<file path="config.mk">
export PLATFORM = sky130hd
export DESIGN_NAME = dev_io_hub
export DESIGN_NICKNAME = d
export VERILOG_FILES = /design/src/rtl/dev_io_hub.sv
export SDC_FILE = /design/constraint.sdc
export NUM_CORES = 1
export LEC_CHECK = 0
export CORE_UTILIZATION = 55
export CTS_CLUSTER_DIAMETER = 30
export DETAILED_ROUTE_END_ITERATION = 8
export PLACE_DENSITY = 0.87
export SYNTH_ARGS = -nofsm -noshare
export SYNTH_HDL_FRONTEND = slang
export SYNTH_SLANG_ARGS = --single-unit
export TNS_END_PERCENT = 10
</file>
<file path="constraint.sdc">
create_clock -name clk -period 6.8 [get_ports clk]
set_input_delay 1.36 -clock clk [delete_from_list [all_inputs] [get_ports clk]]
set_output_delay 1.36 -clock clk [all_outputs]
set_load 0.1 [all_outputs]
</file>
<file path="src/rtl/dev_io_hub.sv">
// -----------------------------------------------------------------------------
// dev_io_hub
// Device I/O hub between the processor core and NCH external devices.
//   * Input side: each channel's enter_in level is synchronised (2 FF); a
//     rising edge of the synchronised level captures dev_in[c] into a
//     per-channel FIFO of DEPTH words. A capture into a full FIFO is dropped
//     and flags in_ovf[c] (sticky until the core issues a pop to channel c).
//   * Core read side: rd_req/rd_ch pops one word; the result appears one
//     cycle later as a rd_valid or rd_empty pulse.
//   * Output side: a per-channel four-phase handshake
//     (enter_out up, done_out up, enter_out down, done_out down) delivers a
//     word written by the core via wr_en/wr_ch/wr_data.
//   * Interrupt: irq is the registered OR of in_pending; irq_ch names the
//     first pending channel scanning upward from a round-robin pointer.
//
// Ports
//   clk, rst_n          clock, asynchronous active-low reset
//   dev_in   [NCH*DW]   device input words, channel c at [c*DW +: DW]
//   enter_in [NCH]      device data-ready levels (asynchronous)
//   dev_out  [NCH*DW]   device output words, channel c at [c*DW +: DW]
//   enter_out[NCH]      registered output request per channel
//   done_out [NCH]      device acknowledge levels (asynchronous)
//   rd_req, rd_ch       pop request and channel
//   rd_data, rd_valid   popped word and its one-cycle valid pulse
//   rd_empty            one-cycle pulse: pop hit an empty/invalid channel
//   wr_en, wr_ch,       write request, channel and word
//   wr_data
//   wr_ack, wr_err      one-cycle accept / reject pulses
//   in_pending[NCH]     channel FIFO non-empty
//   in_ovf   [NCH]      sticky capture-overflow flags
//   out_busy [NCH]      output handshake in progress
//   irq, irq_ch         registered interrupt and selected channel
// -----------------------------------------------------------------------------
module dev_io_hub #(
   parameter  int NCH   = 4,
   parameter  int DW    = 32,
   parameter  int DEPTH = 4,
   localparam int CHW   = $clog2(NCH)
) (
   input  logic              clk,
   input  logic              rst_n,
   input  logic [NCH*DW-1:0] dev_in,
   input  logic [NCH-1:0]    enter_in,
   output logic [NCH*DW-1:0] dev_out,
   output logic [NCH-1:0]    enter_out,
   input  logic [NCH-1:0]    done_out,
   input  logic              rd_req,
   input  logic [CHW-1:0]    rd_ch,
   output logic [DW-1:0]     rd_data,
   output logic              rd_valid,
   output logic              rd_empty,
   input  logic              wr_en,
   input  logic [CHW-1:0]    wr_ch,
   input  logic [DW-1:0]     wr_data,
   output logic              wr_ack,
   output logic              wr_err,
   output logic [NCH-1:0]    in_pending,
   output logic [NCH-1:0]    in_ovf,
   output logic [NCH-1:0]    out_busy,
   output logic              irq,
   output logic [CHW-1:0]    irq_ch
);

   localparam int PW = $clog2(DEPTH);
   localparam int CW = PW + 1;

   typedef enum logic [1:0] {
      O_IDLE    = 2'd0,
      O_DRIVE   = 2'd1,
      O_RELEASE = 2'd2
   } out_state_t;

   // Synchronisers: *_s2 is the first safe copy, in_s3 is its previous value
   // so that a capture is exactly one cycle wide per rising edge.
   logic [NCH-1:0] in_s1, in_s2, in_s3;
   logic [NCH-1:0] done_s1, done_s2;

   logic [DW-1:0]  mem    [NCH][DEPTH];
   logic [PW-1:0]  wr_ptr [NCH];
   logic [PW-1:0]  rd_ptr [NCH];
   logic [CW-1:0]  count  [NCH];

   logic [NCH-1:0] capture, full, pop_hit, pop_ok, push_ok, ovf_set;
   logic [NCH-1:0] wr_hit, idle;
   logic           pop_any, wr_ok;
   logic [DW-1:0]  head;

   logic [CHW-1:0] rr_ptr, rr_next;
   logic [CHW-1:0] sel_hi, sel_lo, sel_ch;
   logic           hi_found;

   out_state_t     ost [NCH];

   // ---------------------------------------------------------------------------
   // Per-channel FIFO control decode
   // ---------------------------------------------------------------------------
   always_comb begin
      // NOTE: every combinational output gets a default before any branch so
      // no path leaves it unassigned (which would infer a latch).
      capture    = in_s2 & ~in_s3;
      full       = '0;
      pop_hit    = '0;
      pop_ok     = '0;
      push_ok    = '0;
      ovf_set    = '0;
      in_pending = '0;
      head       = '0;
      for (int c = 0; c < NCH; c++) begin
         in_pending[c] = (count[c] != '0);
         full[c]       = (count[c] == CW'(DEPTH));
         // Emptiness is judged on the count before this cycle's push.
         pop_hit[c]    = rd_req && (rd_ch == CHW'(c));
         pop_ok[c]     = pop_hit[c] && in_pending[c];
         // A simultaneous pop frees a slot, so a full FIFO still accepts.
         push_ok[c]    = capture[c] && (!full[c] || pop_ok[c]);
         ovf_set[c]    = capture[c] && full[c] && !pop_ok[c];
         if (pop_ok[c]) head = mem[c][rd_ptr[c]];
      end
      pop_any = |pop_ok;
   end

   // ---------------------------------------------------------------------------
   // Round-robin select: lowest pending channel at or above rr_ptr, otherwise
   // lowest pending channel below it (wrap). Zero when nothing is pending.
   // ---------------------------------------------------------------------------
   always_comb begin
      sel_hi   = '0;
      sel_lo   = '0;
      hi_found = 1'b0;
      for (int c = NCH - 1; c >= 0; c--) begin
         if (in_pending[c]) begin
            if (CHW'(c) >= rr_ptr) begin
               sel_hi   = CHW'(c);
               hi_found = 1'b1;
            end else begin
               sel_lo = CHW'(c);
            end
         end
      end
      sel_ch  = hi_found ? sel_hi : sel_lo;
      rr_next = (irq_ch == CHW'(NCH - 1)) ? '0 : irq_ch + CHW'(1);
   end

   // ---------------------------------------------------------------------------
   // Input synchronisers, FIFO pointers, pop results, interrupt
   // ---------------------------------------------------------------------------
   always_ff @(posedge clk or negedge rst_n) begin
      if (!rst_n) begin
         in_s1    <= '0;
         in_s2    <= '0;
         in_s3    <= '0;
         in_ovf   <= '0;
         rd_data  <= '0;
         rd_valid <= 1'b0;
         rd_empty <= 1'b0;
         irq      <= 1'b0;
         irq_ch   <= '0;
         rr_ptr   <= '0;
         for (int c = 0; c < NCH; c++) begin
            wr_ptr[c] <= '0;
            rd_ptr[c] <= '0;
            count[c]  <= '0;
         end
      end else begin
         // NOTE: state updates use non-blocking assignments so every register
         // samples the pre-edge values regardless of statement order.
         in_s1    <= enter_in;
         in_s2    <= in_s1;
         in_s3    <= in_s2;
         rd_valid <= rd_req && pop_any;
         rd_empty <= rd_req && !pop_any;
         rd_data  <= pop_any ? head : '0;
         irq      <= |in_pending;
         irq_ch   <= sel_ch;
         if (pop_any && (rd_ch == irq_ch)) rr_ptr <= rr_next;

         for (int c = 0; c < NCH; c++) begin
            if (push_ok[c]) wr_ptr[c] <= wr_ptr[c] + PW'(1);
            if (pop_ok[c])  rd_ptr[c] <= rd_ptr[c] + PW'(1);
            case ({push_ok[c], pop_ok[c]})
               2'b10:   count[c] <= count[c] + CW'(1);
               2'b01:   count[c] <= count[c] - CW'(1);
               default: count[c] <= count[c];
            endcase
            if (ovf_set[c])      in_ovf[c] <= 1'b1;
            else if (pop_hit[c]) in_ovf[c] <= 1'b0;
         end
      end
   end

   // NOTE: FIFO storage carries no reset; validity is tracked by the pointers
   // and counts, so clearing the array would only add reset fan-out.
   always_ff @(posedge clk) begin
      for (int c = 0; c < NCH; c++) begin
         if (push_ok[c]) mem[c][wr_ptr[c]] <= dev_in[c*DW +: DW];
      end
   end

   // ---------------------------------------------------------------------------
   // Output handshake FSMs
   // ---------------------------------------------------------------------------
   always_comb begin
      wr_hit = '0;
      idle   = '0;
      for (int c = 0; c < NCH; c++) begin
         wr_hit[c] = wr_en && (wr_ch == CHW'(c));
         idle[c]   = (ost[c] == O_IDLE);
      end
      out_busy = ~idle;
      wr_ok    = |(wr_hit & idle);
   end

   always_ff @(posedge clk or negedge rst_n) begin
      if (!rst_n) begin
         done_s1   <= '0;
         done_s2   <= '0;
         enter_out <= '0;
         dev_out   <= '0;
         wr_ack    <= 1'b0;
         wr_err    <= 1'b0;
         for (int c = 0; c < NCH; c++) ost[c] <= O_IDLE;
      end else begin
         done_s1 <= done_out;
         done_s2 <= done_s1;
         wr_ack  <= wr_ok;
         wr_err  <= wr_en && !wr_ok;
         for (int c = 0; c < NCH; c++) begin
            case (ost[c])
               O_IDLE: begin
                  if (wr_hit[c]) begin
                     dev_out[c*DW +: DW] <= wr_data;
                     enter_out[c]        <= 1'b1;
                     ost[c]              <= O_DRIVE;
                  end
               end
               O_DRIVE: begin
                  if (done_s2[c]) begin
                     enter_out[c] <= 1'b0;
                     ost[c]       <= O_RELEASE;
                  end
               end
               O_RELEASE: begin
                  if (!done_s2[c]) ost[c] <= O_IDLE;
               end
               default: begin
                  enter_out[c] <= 1'b0;
                  ost[c]       <= O_IDLE;
               end
            endcase
         end
      end
   end

endmodule

</file>
==> flow_results.org <==
** Cells and area
- In the final layout, the share of cells above drive strength 1 is 0.268.
- The final layout contains 2,029 nets.
- Area delta synth->final :: 31.7%

** Clocking
- TritonCTS created 120 clock buffers.
- The number of gates resized after CTS was 0.
- For this design, the CTS-stage hold fixing added 0 buffers.
- Clock sink count :: 745
- Maximum number of buffers from clock root to sink :: 3
- Number of setup buffers added after CTS :: 0
- In this run the clock root is driven by a sky130_fd_sc_hd__clkbuf_16.
- Clock tree from TritonCTS :: done
- Clock transition time at the flip-flop clock pins of the worst setup and hold paths :: 0.05 ns
- The later pin in the worst-skew pair is clocked with a latency of 0.67 ns.
- In this run the number of H-tree levels came out at 3.

** Synthesis
- Area of the mapped netlist :: 28,100 sq um
- For this run, the register share of the synthesized area comes to 0.756.
- Cell types with the highest counts after synthesis :: 512 x sky130_fd_sc_hd__edfxtp_1, 233 x sky130_fd_sc_hd__dfrtp_1, 128 x sky130_fd_sc_hd__mux4_2
- Share of cell area taken by muxes after synthesis :: 0.160
- Cell count after synthesis :: 1,379
- Of the total synthesized cell area, the portion taken by full adders, half adders and majority gates is 0.0109.
- Register bit count reported by yosys :: 745
- Of the total synthesized cell area, the portion taken by XOR and XNOR cells is 0.00843.
- Area fraction of the dominant cell type after synthesis :: 0.548
- Area contributors post-synth :: sky130_fd_sc_hd__edfxtp_1 55%, sky130_fd_sc_hd__dfrtp_1 21%, sky130_fd_sc_hd__mux4_2 10%, sky130_fd_sc_hd__mux2_2 4.1%, sky130_fd_sc_hd__a22oi_1 1.7%
- Library cells used by synthesis :: 49
- Avg Cell Area, Syn :: 20.3 sq um
- Counting every net in the synthesized netlist gives 1,577.
- Ys async rst share :: 0.313
- Number of flops mapped to enable cells by yosys :: 512
- By area, the combinational part of the netlist is dominated by multiplexers.
- During synthesis, Yosys emitted a total of 0 warnings.
- Most used flip-flop cell after synthesis :: sky130_fd_sc_hd__edfxtp_1
- Of the total synthesized cell area, the portion taken by AND, OR, NAND and NOR gates is 0.0228.
- The post-synthesis compound-gate area fraction came to 0.0258.
- sky130_fd_sc_hd__edfxtp_1 is the most common cell in the netlist.
- The synthesized design spends more area on one cell type than any other, namely sky130_fd_sc_hd__edfxtp_1.

** Route
- For this block, the via count after detailed routing is 15,594.
- The final layout contains routed wiring with a total length of 74,600 microns.
- DRC violation count after routing :: 0
- Wirelength per Cell :: 28.6 microns
- Initial DRC Count :: 1,628
- DRT Pass-1 Iters :: 7
- In this run the remaining antenna-violating nets after routing total 0.
- Using the TritonRoute via totals, the vias-per-cell ratio works out to 5.97.

** Pwr
- Total power :: 0.0187 W
- In this run the static leakage power is 13.7 nW.
- For this design the ratio of total power to cell area is 506 nW/um^2.
- VDD IR-drop max :: 0.393 mV

** Global route
- Most crowded layer after global routing :: met2
- Number of global-route vias before repair :: 16,771
- Overall overflow remaining after global route :: 0
- The first global-routing pass estimated 111,000 microns of wire.
- The number of antenna violations at the first check in global routing was 6.
- Maximum number of pins on one net before global-route repair :: 172
- Routing usage on met1 :: 0.357
- All-Layer GR Usage :: 0.292
- Met2 GRT Util :: 0.509
- For met3 alone, demand over resource in global routing was 0.0675.

** STA
- RSZ-0062 raised after global routing :: no
- In this run the tightest slew margin relative to its limit is 0.190.
- Final total negative setup slack :: 0 ns
- Highest clock frequency the design can meet :: 232 MHz
- After layout, the minimum clock period comes to 4.31 ns.
- Final cycle utilization of the critical path :: 0.634
- Setup violations remaining at the end of the flow were counted as 0.
- Final Hold Viols :: 0
- At the pin with the least slew margin, the transition time is 1.21 ns.
- Between clock sinks in the finished design, the worst skew comes to 0.0283 ns.
- Final Slew Violations :: 0

** Setup path
- The number of buffers and inverters on the critical path is 2.
- Maximum net fanout on the critical path :: 4
- Max incr delay on CP :: 1.05 ns
- The slowest stage of the critical path is the sky130_fd_sc_hd__clkdlybuf4s50_1 cell.
- For the worst setup path, the data required time is 5.44 ns.
- At the worst endpoint, the arrival time is 2.95 ns.
- STA classifies the critical path endpoint as an output port.
- Setup Crit Path Kind :: reg2out
- On the critical path the largest part of the delay comes from buffers and inverters.
- STA classifies the critical path startpoint as a flip-flop.
- Traced cell by cell, the critical path runs through nor3_1 > inv_1 > clkdlybuf4s50_1.

** Die
- IO Count :: 359
- The initial utilization of the core area, before any placement, comes to 0.558.
- Core ar. :: 50,300 sq um
- The die is 228 microns tall.
- Number of cell rows :: 82
- The die covers 51,900 sq um.
- The die is 228 microns wide.

** Placement
- At the end of routability-driven placement, the weighted congestion stood at 0.882.
- Once detailed placement completed, the half-perimeter wirelength came to 43,200 microns.
- Port buffering added 358 buffers.

** Run status
- Outcome :: finished, final reports clean

** Job
- Maximum capacitance violations :: 0

** Min path
- The min-delay analysis places its worst path in the category reg2reg.
power breakdown:
group	switching, W	internal, W	leakage [nW]
registers	0.000478	0.00564	7.45
logic	0.00410	0.00183	4.08
clock network	0.00226	0.00441	2.16
total	0.00683	0.0119	13.7
per-layer routing:
layer	wire [microns]	part of all wire	vias to the layer above
met5	24	0.00032	-
met4	2700	0.036	4
met3	6100	0.082	168
met2	39200	0.52	915
met1	26600	0.36	8111
li1	-	-	6396
final cells by class:
class / count / area [sq um]
repair buffers: 391 / 3850
well taps: 672 / 841
clock inverters: 91 / 1290
inverters: 33 / 124
fillers: 2723 / 13300
diodes: 5 / 12.5
clock buffers: 137 / 3200
flip-flops and latches: 745 / 21200
multi-input cells: 540 / 6430
cells in the final DEF (no fill, tap or decap), types with 6 or more instances in the layout:
cell                              Yosys  final
sky130_fd_sc_hd__edfxtp_1           512    512
sky130_fd_sc_hd__clkdlybuf4s50_1      0    357
sky130_fd_sc_hd__dfrtp_1            233    229
sky130_fd_sc_hd__mux4_2             128    128
sky130_fd_sc_hd__clkbuf_16            0    123
sky130_fd_sc_hd__mux2_2             101    101
sky130_fd_sc_hd__a22oi_1             64     64
sky130_fd_sc_hd__nand2_1             55     55
sky130_fd_sc_hd__inv_1               33     33
sky130_fd_sc_hd__buf_4                3     32
sky130_fd_sc_hd__mux2_4              26     26
sky130_fd_sc_hd__bufinv_16            0     26
sky130_fd_sc_hd__and2_1              20     20
sky130_fd_sc_hd__xnor2_1             18     18
sky130_fd_sc_hd__ha_1                18     18
sky130_fd_sc_hd__nor2_1              19     15
sky130_fd_sc_hd__inv_6                0     15
sky130_fd_sc_hd__clkinvlp_4           0     14
sky130_fd_sc_hd__clkinv_4             0     12
sky130_fd_sc_hd__clkinv_2             0     12
sky130_fd_sc_hd__a31oi_1             10     10
sky130_fd_sc_hd__o21ai_0              9      9
sky130_fd_sc_hd__xor2_1               9      9
sky130_fd_sc_hd__mux2i_1              7      7
sky130_fd_sc_hd__clkbuf_8             0      7
sky130_fd_sc_hd__clkbuf_1            26      7
sky130_fd_sc_hd__inv_8                0      6
state kept, by name, indices dropped and copies added (netlist names), 8 cells and up:
| register | cells |
|---|---|
| dev_out | 128 |
| mem | 512 |
| rd_ptr | 8 |
| ost | 8 |
| rd_data | 32 |
| wr_ptr | 8 |
| count | 12 |
cell families (layout without fill, tap and decap cells):
family / after synthesis / in the layout
simple gates: 126 / 126
flops: 745 / 745
buf+inv: 94 / 652
compound gates: 101 / 101
mux: 264 / 264
fa+ha+maj: 22 / 22
xor+xnor: 27 / 27
other cells: 0 / 5
metrics by stage:
stage	hold slack, ns	std cells	area [sq um]	worst slack (ns)	util
after floorplan	0.331	1379	28100	3.33	-
after global routing	0.358	2611	36900	2.39	0.735
after global placement	0.333	2381	32500	2.59	0.646
after CTS	0.343	2609	36900	2.47	0.735
final	0.332	2614	37000	2.49	0.735
after detailed placement	0.336	2381	32500	2.55	0.646
path summary, 6_finish.rpt:
path / from / end / slack (ns) / depth (start not counted)
worst max-delay path: count[9]$_DFFE_PN0P_ / in_pending[0] / 2.49 / 3
worst min-delay path: done_s1[0]$_DFF_PN0_ / done_s2[0]$_DFF_PN0_ / 0.33 / 0
min in group asynchronous: rst_n / dev_out[108]$_DFFE_PN0P_ / 0.67 / 1
worst min register to register: done_s1[0]$_DFF_PN0_ / done_s2[0]$_DFF_PN0_ / 0.33 / 0
max in group asynchronous: rst_n / dev_out[94]$_DFFE_PN0P_ / 4.71 / 2
worst max register to register: ost[7]$_DFFE_PN0P_ / dev_out[13]$_DFFE_PN0P_ / 4.03 / 4
No activity file was read; power rests on OpenSTA's default activity.
